### src/rtl/uart_rx_fifo.sv
// Receive FIFO between the UART receiver and register file; the head entry is shown ahead of the pop.
// Optional idle-timeout counter is built only when UART_RX_FIFO_TIMEOUT_EN is defined.
module uart_rx_fifo #(
  parameter int DEPTH         = 16,
  parameter int LVL_W         = $clog2(DEPTH + 1),
  parameter int TIMEOUT_TICKS = 40
) (
  input  logic             clk,
  input  logic             rst_n,
  input  logic             flush,
  input  logic             wr_valid,
  input  logic [7:0]       wr_data,
  input  logic             wr_error,
  input  logic             rd_req,
  output logic [7:0]       rd_data,
  output logic             rd_error,
  output logic             empty,
  output logic             full,
  output logic [LVL_W-1:0] level,
  input  logic [LVL_W-1:0] threshold,
  output logic             thr_reached,
  output logic             overflow,
  input  logic             overflow_clr,
  input  logic             sck_rising_edge,
  output logic             timeout
);

  localparam int PTR_W = $clog2(DEPTH);

  logic [8:0]       mem [DEPTH];
  logic [PTR_W-1:0] wr_ptr_reg;
  logic [PTR_W-1:0] rd_ptr_reg;
  logic [LVL_W-1:0] level_reg;
  logic             overflow_reg;
  logic             push;
  logic             pop;
  logic             drop;

  assign empty = (level_reg == '0);
  assign full  = (level_reg == LVL_W'(DEPTH));
  assign level = level_reg;

  // When full, a concurrent pop frees the slot the push lands in, so the write is accepted.
  assign pop  = rd_req && !empty && !flush;
  assign push = wr_valid && (!full || rd_req) && !flush;
  assign drop = wr_valid && full && !rd_req && !flush;

  always_ff @(posedge clk) begin
    if (push) mem[wr_ptr_reg] <= {wr_error, wr_data};
  end

  // Gated so the head reads as zero out of reset, before any storage has been written.
  assign {rd_error, rd_data} = empty ? 9'd0 : mem[rd_ptr_reg];

  always_ff @(posedge clk or negedge rst_n) begin
    if (!rst_n) begin
      wr_ptr_reg <= '0;
      rd_ptr_reg <= '0;
      level_reg  <= '0;
    end else if (flush) begin
      wr_ptr_reg <= '0;
      rd_ptr_reg <= '0;
      level_reg  <= '0;
    end else begin
      if (push) wr_ptr_reg <= wr_ptr_reg + PTR_W'(1);
      if (pop)  rd_ptr_reg <= rd_ptr_reg + PTR_W'(1);
      if (push && !pop)      level_reg <= level_reg + LVL_W'(1);
      else if (pop && !push) level_reg <= level_reg - LVL_W'(1);
    end
  end

  always_ff @(posedge clk or negedge rst_n) begin
    if (!rst_n)            overflow_reg <= 1'b0;
    else if (drop)         overflow_reg <= 1'b1;
    else if (overflow_clr) overflow_reg <= 1'b0;
  end

  assign overflow    = overflow_reg;
  assign thr_reached = (threshold != '0) && (level_reg >= threshold);

`ifdef UART_RX_FIFO_TIMEOUT_EN
  localparam int TO_W = $clog2(TIMEOUT_TICKS + 1);

  logic [TO_W-1:0] idle_reg;

  always_ff @(posedge clk or negedge rst_n) begin
    if (!rst_n)
      idle_reg <= '0;
    else if (push || pop || flush || empty)
      idle_reg <= '0;
    else if (sck_rising_edge && (idle_reg != TO_W'(TIMEOUT_TICKS)))
      idle_reg <= idle_reg + TO_W'(1);
  end

  assign timeout = (idle_reg == TO_W'(TIMEOUT_TICKS)) && !empty;
`else
  logic unused_sck;
  assign unused_sck = sck_rising_edge;
  assign timeout    = 1'b0;
`endif

endmodule

### config.mk
export PLATFORM = sky130hd
export DESIGN_NAME = uart_rx_fifo
export DESIGN_NICKNAME = d
export VERILOG_FILES = /design/src/rtl/uart_rx_fifo.sv
export SDC_FILE = /design/constraint.sdc
export NUM_CORES = 1
export LEC_CHECK = 0
export CAP_MARGIN = 20
export CORE_MARGIN = 10
export CORE_UTILIZATION = 30
export CTS_BUF_LIST = sky130_fd_sc_hd__clkbuf_2
export DETAILED_ROUTE_END_ITERATION = 16
export HOLD_SLACK_MARGIN = 0.03
export SETUP_SLACK_MARGIN = 0.15
export SYNTH_ARGS = -nofsm -noshare
export SYNTH_HDL_FRONTEND = slang
export SYNTH_SLANG_ARGS = --single-unit
### constraint.sdc
create_clock -name clk -period 3.56 [get_ports clk]
set_input_delay 0.712 -clock clk [delete_from_list [all_inputs] [get_ports clk]]
set_output_delay 0.712 -clock clk [all_outputs]
set_load 0.01 [all_outputs]
Word-level counts from Yosys, hierarchy flattened
Memories as Yosys holds them, arrays and structs flattened.
Cells that the tools add are included.
{ "totals": {"reg_bits": 14, "ram_bits": 144, "output_inout_bits": 19, "wordCells": 46, "memories": 1} }
{ "op_classes": {"addsub": 4, "order_cmp": 1, "eq_ne": 1, "muxes": 12, "n_reduce_logical": 23} }
{ "memory_table": {"columns": ["memory", "words", "word_bits", "rd", "rd_clocked_by_memory_dff", "write_ports", "line_no", "text"], "rows": [
  ["mem", 16, 9, 1, 0, 1, "30", "logic [8:0] mem [DEPTH];"]
]} }
{ "ops": {"columns": ["cell", "n"], "rows": [
  ["2-to-1 mux 4 bit", 4],
  ["2-to-1 mux 5 bit", 3],
  ["logical AND 1 bit", 10],
  ["2-to-1 mux 9 bit", 1],
  ["adder 4 x 1 -> 4 bit (second input constant)", 2],
  ["logical NOT 1 bit", 6],
  ["nonzero test 2 bit", 3],
  ["adder 5 x 1 -> 5 bit (second input constant)", 1],
  ["equality test 5 bit (second input constant)", 1],
  [">= comparator 5 bit", 1],
  ["logical NOT 5 bit", 1],
  ["nonzero test 5 bit", 1],
  ["subtractor 5 x 1 -> 5 bit (second input constant)", 1],
  ["2-to-1 mux 1 bit", 4],
  ["nonzero test 3 bit", 1],
  ["logical OR 1 bit", 1]
]} }

Logic depth before layout (Yosys ltp)
{ "logic_depth": {"word_depth": 10, "depth_mapped": 8} }

Worst setup path after synthesis
Ideal clock, no wire load.
{ "synth_timing": {"path_kind": "reg2reg", "start": "register level_reg[1], in the netlist level[1]", "end": "register level_reg[4], in the netlist level[4]", "setup_ns": 0.078, "arrival_ns": 2.651, "required_ns": 3.482, "setup_slack_ns": 0.832, "path_stages_with_launch": 9, "n_path_buf": 0, "period_less_slack_ns": 2.728, "cell_sequence": "dfrtp_1 o41a_1 a2111o_1 fa_1 a21o_1 a21oi_1 xor2_1 or3_1 a21oi_1"} }
{ "synth_via": {"elab_chain_cells": 8} }
{ "synth_lines": {"columns": ["item", "line_no", "text"], "rows": [
  ["start: declaration", "33", "logic [LVL_W-1:0] level_reg;"],
  ["start signal: assignment", "67", "if (push && !pop) level_reg <= level_reg + LVL_W'(1);"],
  ["start signal: assignment", "68", "else if (pop && !push) level_reg <= level_reg - LVL_W'(1);"],
  ["parallel branches: the longest is 8 deep, another holds subtractor 5 x 1 -> 5 bit", null, null]
]} }
Several ways; the timed one is not identified. The select of a mux whose other input is x is not followed.
A chain may end at the register's enable or synchronous reset.

Worst setup path after layout
{ "layout_timing": {"start": "register rd_ptr_reg[0]", "end": "output port rd_error"} }
{ "layout_via": {"elab_chain_cells": 2} }
{ "layout_lines": {"columns": ["item", "line_no", "text"], "rows": [
  ["start: declaration", "32", "logic [PTR_W-1:0] rd_ptr_reg;"],
  ["start signal: assignment", "66", "if (pop) rd_ptr_reg <= rd_ptr_reg + PTR_W'(1);"],
  ["memory read (16 x 9 bit)", null, null],
  ["2-to-1 mux 9 bit", "53", "assign {rd_error, rd_data} = empty ? 9'd0 : mem[rd_ptr_reg];"],
  ["end: declaration", "16", "output logic rd_error,"]
]} }
No other way between the ends.

==> key figures <==
Timing
  • Clock skew: 0.0339 ns
  • Post-route minimum period: 3.23 ns
  • Setup TNS: 0 ns
  • Slew @ Worst Pin: 0.686 ns
  • Final setup viols: 0
  • Slew HR: 54.1%
  • Fin. Hold Viols: 0
  • Fin. max-slew vios: 0
  • F_max: around 310 MHz
  • Worst Slack Setup Final: roughly 0.33 ns
  • RSZ-0062 raised after global routing: true
  • Period utilization: 90.8%

Detailed routing
  • Routed Antenna Nets: 0
  • DR pass1 iterations: 6
  • DRC: 0
  • Post-DR wirelength/cell: 18.5 microns
  • Violation count after the first detailed-routing iteration: 257
  • Vias: 3423
  • Via density: ~4.8
  • WL final: about 13 mm

Yosys
  • Post-synth cell types: 38
  • Ranking of synthesized cells by area: edfxtp_1 66%, mux4_2 12%, dfrtp_1 5.4%
  • Syn Nets: 386
  • Cells after synthesis: 350
  • Synthesized flop and latch total: 158
  • Count leader, synth: edfxtp_1
  • Sequential share of the synthesized area: 71.6%
  • Synth area leader: edfxtp_1
  • Top FF cell, synth: edfxtp_1
  • Post-synth top cells: 144 x edfxtp_1, 36 x mux4_2, 23 x nor2_1, 22 x mux2i_1
  • Post-synth EDFFs: 144
  • Synth top area share: 66.2%
  • Asr flop ratio synth: 8.86%
  • Mapped cell area: 0.00653 sq mm
  • Avg Synthesized Cell Area: between 15 and 20 sq um
  • Yosys warning count: 0

CTS
  • Cts hold-fix bufs: 0
  • H-tree depth: 4
  • Clock Sinks: 158
  • Clk_lat worst skew: 0.69 ns
  • Max clock buf depth: 2
  • Root Buffer: clkbuf_2
  • CTS tree: done
  • Clock Pin Slew Worst Setup and Hold Paths: 0.23 ns
  • Cts bufs inserted: 17

Place
  • Port-buffer cells: 37
  • Pre-CTS WS: 0.315 ns
  • RD Place Congestion: 0.760
  • Hpwl dp: roughly 8.6 mm

Global route
  • Initial antenna violation count: 0
  • GRT Residual Overflow: 0
  • GRT Total Usage: 9.71%
  • First-pass GRT wire length: 21.0 mm
  • Vias in the first global route: 3673
  • Largest net degree at the start of global routing: 37

Pwr
  • Total power: 5.09 mW
  • Maximum VDD drop: between 0.3 and 0.4 mV
  • Static Leak: about 2.6 nW
  • Pwr per Cell Area: roughly 650 mW/mm^2

Hold path
  • Hold Path Class: input port to async pin

Critical path
  • FF-to-FF End: level[4]$_DFFE_PN0P_
  • Crit. End Element: output port
  • Reg2Reg Depth: 8
  • Max FO, Critical Path: 6
  • WP data arrival: 2.52 ns
  • Startpoint types: flip-flop
  • Crit path kind: flip-flop to output port
  • Flop-to-flop setup slack: 0.65 ns
  • CP required: 2.85 ns
  • R2r startpoint: level[1]$_DFFE_PN0P_

Layout
  • Max reg flops: 144
  • Multi-input gate area: 0.00179 sq mm
  • Area grow syn2layout: 20.3%
  • Layout fillers: roughly 2.0k
  • Sequential cell area: 0.00468 sq mm
  • Fin util: 37.0%
  • Nets@finish: 464
  • Diode count: 0
  • Share of cells above drive strength 1: 29.0%

Die
  • Starting Density: 30.8%
  • Placement Rows: 53
  • DIE AREA: 0.0281 sq mm
  • Die Ht: 168 microns
  • Die width: 168 microns
  • Core Region: 0.0212 sq mm
  • Io pins: 40

Outcome
  • Outcome: complete, no violations

Flow run
  • Max-cap violations: 0
report_power, final:
group	internal (mW)	leakage, nW	switching, mW
clock network	0.544	0.181	0.619
registers	2.08	1.48	0.0844
logic	0.938	0.960	0.818
total	3.57	2.62	1.52
how the worst max path moves through the flow:
stage	start	endpoint	depth (start not counted)
final	rd_ptr_reg[0]$_DFFE_PN0P_	rd_error	7
after global placement	rd_req	level[4]$_DFFE_PN0P_	9
after floorplan	level[1]$_DFFE_PN0P_	level[4]$_DFFE_PN0P_	8
after CTS	rd_ptr_reg[0]$_DFFE_PN0P_	rd_data[7]	6
after global routing	rd_ptr_reg[0]$_DFFE_PN0P_	rd_data[6]	7
after detailed placement	rd_req	level[4]$_DFFE_PN0P_	9
critical path, stage by stage (launching register included):
cell	delay, ns
dfrtp_2	0.51
buf_12	0.15
buf_16	0.13
buf_4	0.13
mux4_2	0.43
mux2i_2	0.21
o22ai_1	0.12
clkbuf_2	0.14
layout make-up:
class / instances / share of cell area [%]
inverters: 11 / 0.526
clock inverters: 13 / 2.69
repair buffers: 75 / 8.90
clock buffers: 19 / 1.21
multi-input cells: 165 / 22.7
flip-flops and latches: 158 / 59.5
well taps: 275 / 4.38
kinds of logic (layout without fill, tap and decap cells):
group	Yosys count	count (layout)	share of synthesized area [%]
buf+inv	27	118	1.69
other cells	1	1	0.0574
fa+ha+maj	15	15	2.99
xor+xnor	9	9	1.21
compound gates	27	27	2.85
mux	58	58	15.8
simple gates	55	55	3.87
flops	158	158	71.6
cell usage in the layout (no fill, tap or decap), types with 2 or more instances in the layout:
master and n:
edfxtp_1 144, mux4_2 36, buf_4 31, clkbuf_2 27, clkdlybuf4s50_1 27, nor2_1 23
mux2i_1 18, ha_1 14, inv_1 11, dfrtp_1 11, nand2_1 10, o22ai_1 8
a21oi_1 7, xor2_1 6, bufinv_16 5, buf_12 5, mux2i_2 4, nor3_1 4
nand3_1 4, clkinv_4 4, nand2b_1 3, xnor2_1 3, dfrtp_2 3, o22ai_2 2
o21ai_0 2, or3_1 2, inv_6 2
per-stage QoR:
stage | instances | hold WS, ns | instance area, sq um
after floorplan | 350 | 0.416 | 6530
after global routing | 716 | 0.332 | 7860
after detailed placement | 669 | 0.542 | 7380
after CTS | 714 | 0.321 | 7840
final | 716 | 0.388 | 7860
after global placement | 669 | 0.530 | 7380
layer usage:
metal | vias to the layer above | GRT usage (%) | routed length, microns | part of all wire [%]
met1 | 1780 | 12.5 | 6150 | 47
met5 | - | 0 | 0 | 0
li1 | 1546 | - | - | -
met4 | 0 | 2.61 | 109 | 0.82
met2 | 84 | 15.1 | 6300 | 48
met3 | 13 | 3.60 | 665 | 5.0
repair_timing:
item,CTS,global route
resized for setup,21,24
endpoints found under the setup margin,10,12
pin swaps,0,0
gates cloned,1,0
endpoints found under the hold margin,0,0
buffers inserted,12,2
(Power assumes the default switching activity.)
